File: config.mk
export PLATFORM = sky130hd
export DESIGN_NAME = guess_entry_ctrl
export DESIGN_NICKNAME = d
export VERILOG_FILES = /design/src/rtl/guess_entry_ctrl.sv
export SDC_FILE = /design/constraint.sdc
export NUM_CORES = 1
export LEC_CHECK = 0
export CORE_MARGIN = 1
export CORE_UTILIZATION = 30
export CTS_CLUSTER_DIAMETER = 120
export DETAILED_ROUTE_END_ITERATION = 12
export SYNTH_ARGS = -nofsm -noshare
export SYNTH_HDL_FRONTEND = slang
export SYNTH_SLANG_ARGS = --single-unit
File: constraint.sdc
create_clock -name CLK -period 5.5 [get_ports CLK]
set_clock_uncertainty 0.2 [all_clocks]
set_input_delay 1.1 -clock CLK [delete_from_list [all_inputs] [get_ports CLK]]
set_output_delay 1.1 -clock CLK [all_outputs]
set_load 0.02 [all_outputs]
File: src/rtl/guess_entry_ctrl.sv
// Display-mode selector plus cursor-driven multi-digit guess editor.
// A commit streams the edited digits into video RAM, one entry per cycle, and counts used rows.
module guess_entry_ctrl #(
  parameter int MODES     = 5,
  parameter int EDIT_MODE = 2,
  parameter int DIGITS    = 4,
  parameter int SYMBOLS   = 6,
  parameter int ROWS      = 4,
  parameter int VW        = 4,
  parameter int AW        = 4,
  parameter int DW        = 6,
  localparam int MW = (MODES  > 1) ? $clog2(MODES)  : 1,
  localparam int CW = (DIGITS > 1) ? $clog2(DIGITS) : 1,
  localparam int RW = $clog2(ROWS + 1),
  localparam int IW = $clog2(DIGITS + 1)
) (
  input  logic                 CLK,
  input  logic                 RST_N,
  input  logic                 MODE_BTN,
  input  logic                 SEL_BTN,
  input  logic                 INC_BTN,
  input  logic                 COMMIT_BTN,
  output logic [MW-1:0]        MODE,
  output logic [CW-1:0]        CURSOR,
  output logic [DIGITS*VW-1:0] DIGIT_VALS,
  output logic [RW-1:0]        ROW,
  output logic                 BUSY,
  output logic                 FULL,
  output logic [AW-1:0]        RAM_WADDR,
  output logic [DW-1:0]        RAM_WDATA,
  output logic                 RAM_WEN
);

  typedef enum logic [1:0] {
    ST_EDIT  = 2'd0,
    ST_WRITE = 2'd1,
    ST_FULL  = 2'd2
  } state_e;

  state_e               state_q, state_d;
  logic [MW-1:0]        mode_q, mode_d;
  logic [CW-1:0]        cursor_q, cursor_d;
  logic [DIGITS*VW-1:0] vals_q, vals_d;
  logic [DIGITS*VW-1:0] shadow_q, shadow_d;
  logic [IW-1:0]        idx_q, idx_d;
  logic [RW-1:0]        row_q, row_d;
  logic                 busy_q, busy_d;
  logic                 full_q, full_d;
  logic                 wen_q, wen_d;
  logic [AW-1:0]        waddr_q, waddr_d;
  logic [DW-1:0]        wdata_q, wdata_d;
  logic [VW-1:0]        cur_digit_s;

  assign cur_digit_s = vals_q[int'(cursor_q)*VW +: VW];

  // Next-state logic: mode stepping always wins; editing only in EDIT while in the edit mode
  always_comb begin
    state_d  = state_q;
    mode_d   = mode_q;
    cursor_d = cursor_q;
    vals_d   = vals_q;
    shadow_d = shadow_q;
    idx_d    = idx_q;
    row_d    = row_q;
    busy_d   = busy_q;
    full_d   = full_q;
    wen_d    = 1'b0;
    waddr_d  = waddr_q;
    wdata_d  = wdata_q;

    if (MODE_BTN) begin
      mode_d = (mode_q == MW'(MODES - 1)) ? {MW{1'b0}} : mode_q + MW'(1);
    end else begin
      mode_d = mode_q;
    end

    case (state_q)
      ST_EDIT: begin
        if (!MODE_BTN && (mode_q == MW'(EDIT_MODE))) begin
          if (COMMIT_BTN) begin
            // Entry 0 goes out straight from the live buffer so the first write follows the pulse
            shadow_d = vals_q;
            idx_d    = IW'(1);
            wen_d    = 1'b1;
            waddr_d  = AW'(row_q) * AW'(DIGITS);
            wdata_d  = DW'(vals_q[VW-1:0]);
            busy_d   = 1'b1;
            state_d  = ST_WRITE;
          end else if (SEL_BTN) begin
            cursor_d = (cursor_q == CW'(DIGITS - 1)) ? {CW{1'b0}} : cursor_q + CW'(1);
          end else if (INC_BTN) begin
            vals_d[int'(cursor_q)*VW +: VW] =
              (cur_digit_s == VW'(SYMBOLS - 1)) ? {VW{1'b0}} : cur_digit_s + VW'(1);
          end else begin
            vals_d = vals_q;
          end
        end else begin
          vals_d = vals_q;
        end
      end
      ST_WRITE: begin
        if (idx_q == IW'(DIGITS)) begin
          row_d    = row_q + RW'(1);
          cursor_d = {CW{1'b0}};
          vals_d   = {(DIGITS*VW){1'b0}};
          busy_d   = 1'b0;
          if (row_q == RW'(ROWS - 1)) begin
            full_d  = 1'b1;
            state_d = ST_FULL;
          end else begin
            state_d = ST_EDIT;
          end
        end else begin
          wen_d   = 1'b1;
          waddr_d = AW'(row_q) * AW'(DIGITS) + AW'(idx_q);
          wdata_d = DW'(shadow_q[int'(idx_q)*VW +: VW]);
          idx_d   = idx_q + IW'(1);
        end
      end
      ST_FULL: begin
        state_d = ST_FULL;
      end
      default: begin
        state_d = ST_EDIT;
      end
    endcase
  end

  // State and output registers; reset aborts any write in progress
  always_ff @(posedge CLK or negedge RST_N) begin
    if (!RST_N) begin
      state_q  <= ST_EDIT;
      mode_q   <= {MW{1'b0}};
      cursor_q <= {CW{1'b0}};
      vals_q   <= {(DIGITS*VW){1'b0}};
      shadow_q <= {(DIGITS*VW){1'b0}};
      idx_q    <= {IW{1'b0}};
      row_q    <= {RW{1'b0}};
      busy_q   <= 1'b0;
      full_q   <= 1'b0;
      wen_q    <= 1'b0;
      waddr_q  <= {AW{1'b0}};
      wdata_q  <= {DW{1'b0}};
    end else begin
      state_q  <= state_d;
      mode_q   <= mode_d;
      cursor_q <= cursor_d;
      vals_q   <= vals_d;
      shadow_q <= shadow_d;
      idx_q    <= idx_d;
      row_q    <= row_d;
      busy_q   <= busy_d;
      full_q   <= full_d;
      wen_q    <= wen_d;
      waddr_q  <= waddr_d;
      wdata_q  <= wdata_d;
    end
  end

  assign MODE       = mode_q;
  assign CURSOR     = cursor_q;
  assign DIGIT_VALS = vals_q;
  assign ROW        = row_q;
  assign BUSY       = busy_q;
  assign FULL       = full_q;
  assign RAM_WEN    = wen_q;
  assign RAM_WADDR  = waddr_q;
  assign RAM_WDATA  = wdata_q;

endmodule

## Word-level counts from Yosys, hierarchy flattened

Cells that the tools add are included.

| storage, ports and cells | value |
|---|---|
| logic and storage cells | 91 |
| register bits | 58 |
| input bits | 6 |

| operators by class | value |
|---|---|
| reductions and logical operators | 12 |
| equality and inequality tests | 16 |
| $add $sub $neg | 7 |
| shifts and indexed selects | 4 |
| multiplexer cells | 40 |

Operators by type and width:

| kind | count |
|---|---|
| $mux 16 | 5 |
| $neg 4->33 | 1 |
| $shift 4x33->16 const A | 1 |
| $shiftx 4x33->16 | 1 |
| $pmux 16 s2 | 1 |
| $mux 2 | 9 |
| $mux 6 | 3 |
| $bwmux 16 | 1 |
| $mux 4 | 4 |
| $ne 2x2->1 const B | 8 |
| $shiftx 16x5->4 | 1 |
| $shiftx 16x6->4 | 1 |
| $mux 3 | 4 |
| $pmux 6 s2 | 1 |
| $add 3x1->3 const B | 3 |
| $reduce_and 3->1 | 3 |
| $pmux 4 s2 | 1 |
| $reduce_and 4->1 | 2 |
| $eq 3x2->1 const B | 2 |
| $eq 3x3->1 const B | 2 |
| $mux 1 | 6 |
| $pmux 2 s3 | 1 |
| $pmux 3 s2 | 1 |
| $reduce_and 6->1 | 1 |
| 14 further kinds | 16 |

## Depth between registers and ports, before layout

| logic depth | value |
|---|---|
| depth in word-level cells | 10 |
| mapped depth | 8 |
| mapped depth without buffers | 7 |

## Worst setup path before layout

OpenSTA, ideal clock, no wires.

| timing | value |
|---|---|
| kind | input-to-reg |
| from | input MODE_BTN |
| to | register vals_q[12], in the netlist DIGIT_VALS[12] |
| required time | 5.221 ns |
| arrival | 2.556 ns |
| path buffers | 1 |
| path slack | 2.665 ns |
| stages | 5 |
| path through | buf_6 or4_4 nor4b_4 nand4b_1 o2bb2ai_1 |

| between the ends | value |
|---|---|
| longest elaborated chain between the ends | 4 |

RTL lines:

| item | line | text |
|---|---|---|
| from (decl) | 19 | `input logic MODE_BTN,` |
| $logic_not 1->1 | 79 | `if (!MODE_BTN && (mode_q == MW'(EDIT_MODE))) begin` |
| $logic_and 1x1->1 | 79 |  |
| $ne 2x2->1 (no source line) | -- |  |
| $reduce_and 6->1 (no source line) | -- |  |
| to (signal assigned) | 135 | `vals_q <= {(DIGITS*VW){1'b0}};` |
| to (signal assigned) | 148 | `vals_q <= vals_d;` |
| to (decl) | 43 | `logic [DIGITS*VW-1:0] vals_q, vals_d;` |

No other way between the ends.
A chain may end at the register's enable or synchronous reset.

## Worst setup path after layout

| timing | value |
|---|---|
| from | input MODE_BTN |
| to | register shadow_q[1] |

| between the ends | value |
|---|---|
| longest elaborated chain between the ends | 3 |

RTL lines:

| item | line | text |
|---|---|---|
| $logic_not 1->1 | 79 |  |
| $logic_and 1x1->1 | 79 |  |
| $reduce_and 3->1 (no source line) | -- |  |
| to (signal assigned) | 136 | `shadow_q <= {(DIGITS*VW){1'b0}};` |
| to (signal assigned) | 149 | `shadow_q <= shadow_d;` |
| to (decl) | 44 | `logic [DIGITS*VW-1:0] shadow_q, shadow_d;` |

No other way between the ends.

==> flow_summary.toml <==
[die]
die-area_um2 = 9570
core-area_um2 = 8810
initial_utilization_pct = 31.3
die_h_um = 97.8
ios = 43
die_w_um = 97.8
std_cell_rows = 34

[critical_path]
path_delay_family = "simple AND/OR/NAND/NOR gates"
cp_slowest_cell = "and3_1"
cp-end-kind = "register"
arrival_ns = 3.34
critical_path_class = "in -> reg"
critPathMaxFanout = 21
critPathLaunchType = "primary input"
max_stage_delay_ns = 0.80
crit_buf_inv = 1
cp_cell_sequence = "clkdlybuf4s50_1 > nor4_1 > and3_1 > mux2_2"
required_ns = 5.50

[clock_network]
hold_buffers = 0
clock_latency_ns = 0.31
clockRootBuffer = "clkbuf_8"
cts.clk_slew.worst_paths_ns = 0.09
htreeDepth = 2
ctsLongestPathBuffers = 2
cts_sinks = 56
cts_resized = 0
cts_tree = "built"
numCtsBuffers = 5
post-cts-setup-buffers = 0

[timing]
fin_ws_ns = 2.16
worst_pin_slew_ns = 1.11
setup_viol = 0
period_minus_slack_ns = 3.34
slew_headroom_pct = 25.7
finalHoldViolCount = 0
fmax_ghz = 0.299
grt_setup_unrepaired = "no"
tns_ns = 0
final_max_slew_viol_count = 0
min_period_over_period_pct = 60.8

[synth]
synth_area_leaders = "dfrtp_1 51%, mux2_2 7.0%, mux4_2 6.5%"
ys_ff_latch = 56
synth_area_per_cell_um2 = 12.2
syn_area_um2 = 2750
synthArstFlopShare_pct = 100
yosys.area.top_type_share_pct = 50.9
synth_edf_count = 0
yosysMostFrequentCell = "dfrtp_1"
yosys.area.top_type = "dfrtp_1"
ys_dominant_reg_cell = "dfrtp_1"
yosysSeqAreaShare_pct = 50.9
syn_inst = 226
synth_common_cells = "56 x dfrtp_1, 17 x mux2_2, 16 x nand2_1, 16 x o2bb2ai_1"
yosys.cell_types.count = 39
yosys_warnings = 0

[routing]
drc_errors = 10
ant_nets = 0
wire_per_inst_um = 15.9
num_vias = 1910
firstDrtPassIters = 10
routed_via_density = 5.15
drtIter0Drc = 75
routed_wl_mm = 5.90

[grt]
grtUsageTotal_pct = 13.2
grt_pass1_vias = 1815
antenna_found_initial = 0
grt_remaining_overflow = 0
grt_max_degree = 57
grt_pass1_wl_mm = 9.92

[placed_design]
io_buffers = 40
preCtsSetupSlack_ns = 1.88
place_congestion = 0.784
place_hpwl_mm = 4.34
dp.cells = 365

[power]
power.density_nw_per_um2 = 394
p_leak_nw = 1.45
peakVddDrop_uv = 170

[layout]
syn2layout_area_growth_pct = 21.1
n_antenna_cell = 0
drive_above_1_share_pct = 13.7
utilization_pct = 37.9
final_net_count = 284
finalNonFillerCells = 371

[status]
outcome = "finished, violations left"
violations = "design-rule violations"

[min_path]
hold_path_class = "reg -> reg"

[flow_run]
maxCapViolCount = 0
kinds of logic (layout without fill, tap and decap cells):
kind of cell               count (synthesis)  count (layout)  share of synthesized area, %
AOI/OAI and AO/OA                         49              49                          12.9
xor gates and xnor gates                   2               2                         0.636
adders and majority gates                 14              14                          6.36
buffers and inverters                     25              61                          4.09
DFF                                       56              56                          50.9
muxes                                     26              26                          13.9
other                                      1               2                         0.136
and+or+nand+nor                           53              53                          11.1
metal layers:
metal / vias to the layer above / part of all wire, % / wire (um) / global-route usage, %
met2: 47 / 47 / 2760 / 20.1
met3: 5 / 3.5 / 204 / 2.72
met4: 0 / 1.4 / 80 / 4.66
li1: 910 / - / - / -
met5: - / 0 / 0 / 0
met1: 948 / 48 / 2850 / 18.7
flip-flops by register name (all words and copies together) (netlist names):
register    flops
shadow_q       16
state_q         2
CURSOR          2
FULL            1
DIGIT_VALS     16
BUSY            1
RAM_WDATA       4
RAM_WADDR       4
idx_q           3
MODE            3
RAM_WEN         1
ROW             3
power breakdown:
| part | switching, mW | internal [mW] | leakage, nW |
|---|---|---|---|
| registers | 0.0999 | 0.479 | 0.754 |
| logic | 0.261 | 0.216 | 0.643 |
| clock network | 0.128 | 0.131 | 0.0501 |
| total | 0.489 | 0.825 | 1.45 |
stage by stage:
stage	power (mW)	instance area (um2)	hold slack (ns)
2_1_floorplan	0.885	2760	0.275
3_3_place_gp	1.06	3240	0.259
3_5_place_dp	1.07	3240	0.264
4_1_cts	1.33	3330	0.288
5_1_grt	1.41	3330	0.321
6_report	1.31	3330	0.281
path summary, 6_finish.rpt:
kind	start	endpoint	slack [ns]	cells after the start
worst max-delay path	MODE_BTN	shadow_q[1]	2.16	4
worst min-delay path	FULL	FULL	0.28	1
worst max register to register	idx_q[0]	idx_q[1]	2.89	7
worst min register to register	FULL	FULL	0.28	1
max in group asynchronous	RST_N	DIGIT_VALS[7]	3.92	2
min in group asynchronous	RST_N	MODE[1]	0.72	2
layout by cell type, fill, tap and decap left out, types with 2 or more instances in the layout:
| cell | n |
|---|---|
| o2bb2ai_1 | 16 |
| o31ai_1 | 2 |
| clkbuf_8 | 5 |
| clkdlybuf4s50_1 | 39 |
| inv_1 | 14 |
| a21oi_1 | 5 |
| nand4_1 | 4 |
| o22ai_1 | 2 |
| a221o_1 | 4 |
| nor2b_1 | 2 |
| nand2_1 | 16 |
| a31oi_1 | 2 |
| nor2_1 | 8 |
| nor3b_1 | 4 |
| conb_1 | 2 |
| nand2b_1 | 5 |
| a32oi_1 | 3 |
| o21ai_0 | 12 |
| nand4b_1 | 4 |
| nand3_1 | 3 |
| ha_1 | 14 |
| mux4_2 | 8 |
| mux2_2 | 17 |
| dfrtp_1 | 56 |
final cells by class:
cell class	instances	area [um2]
multi-input cells	146	1240
clock inverters	1	30.0
flip-flops and latches	56	1400
well taps	108	135
repair buffers	41	403
fillers	843	5470
inverters	14	52.6
clock buffers	5	68.8
No activity file was read; power rests on OpenSTA's default activity.
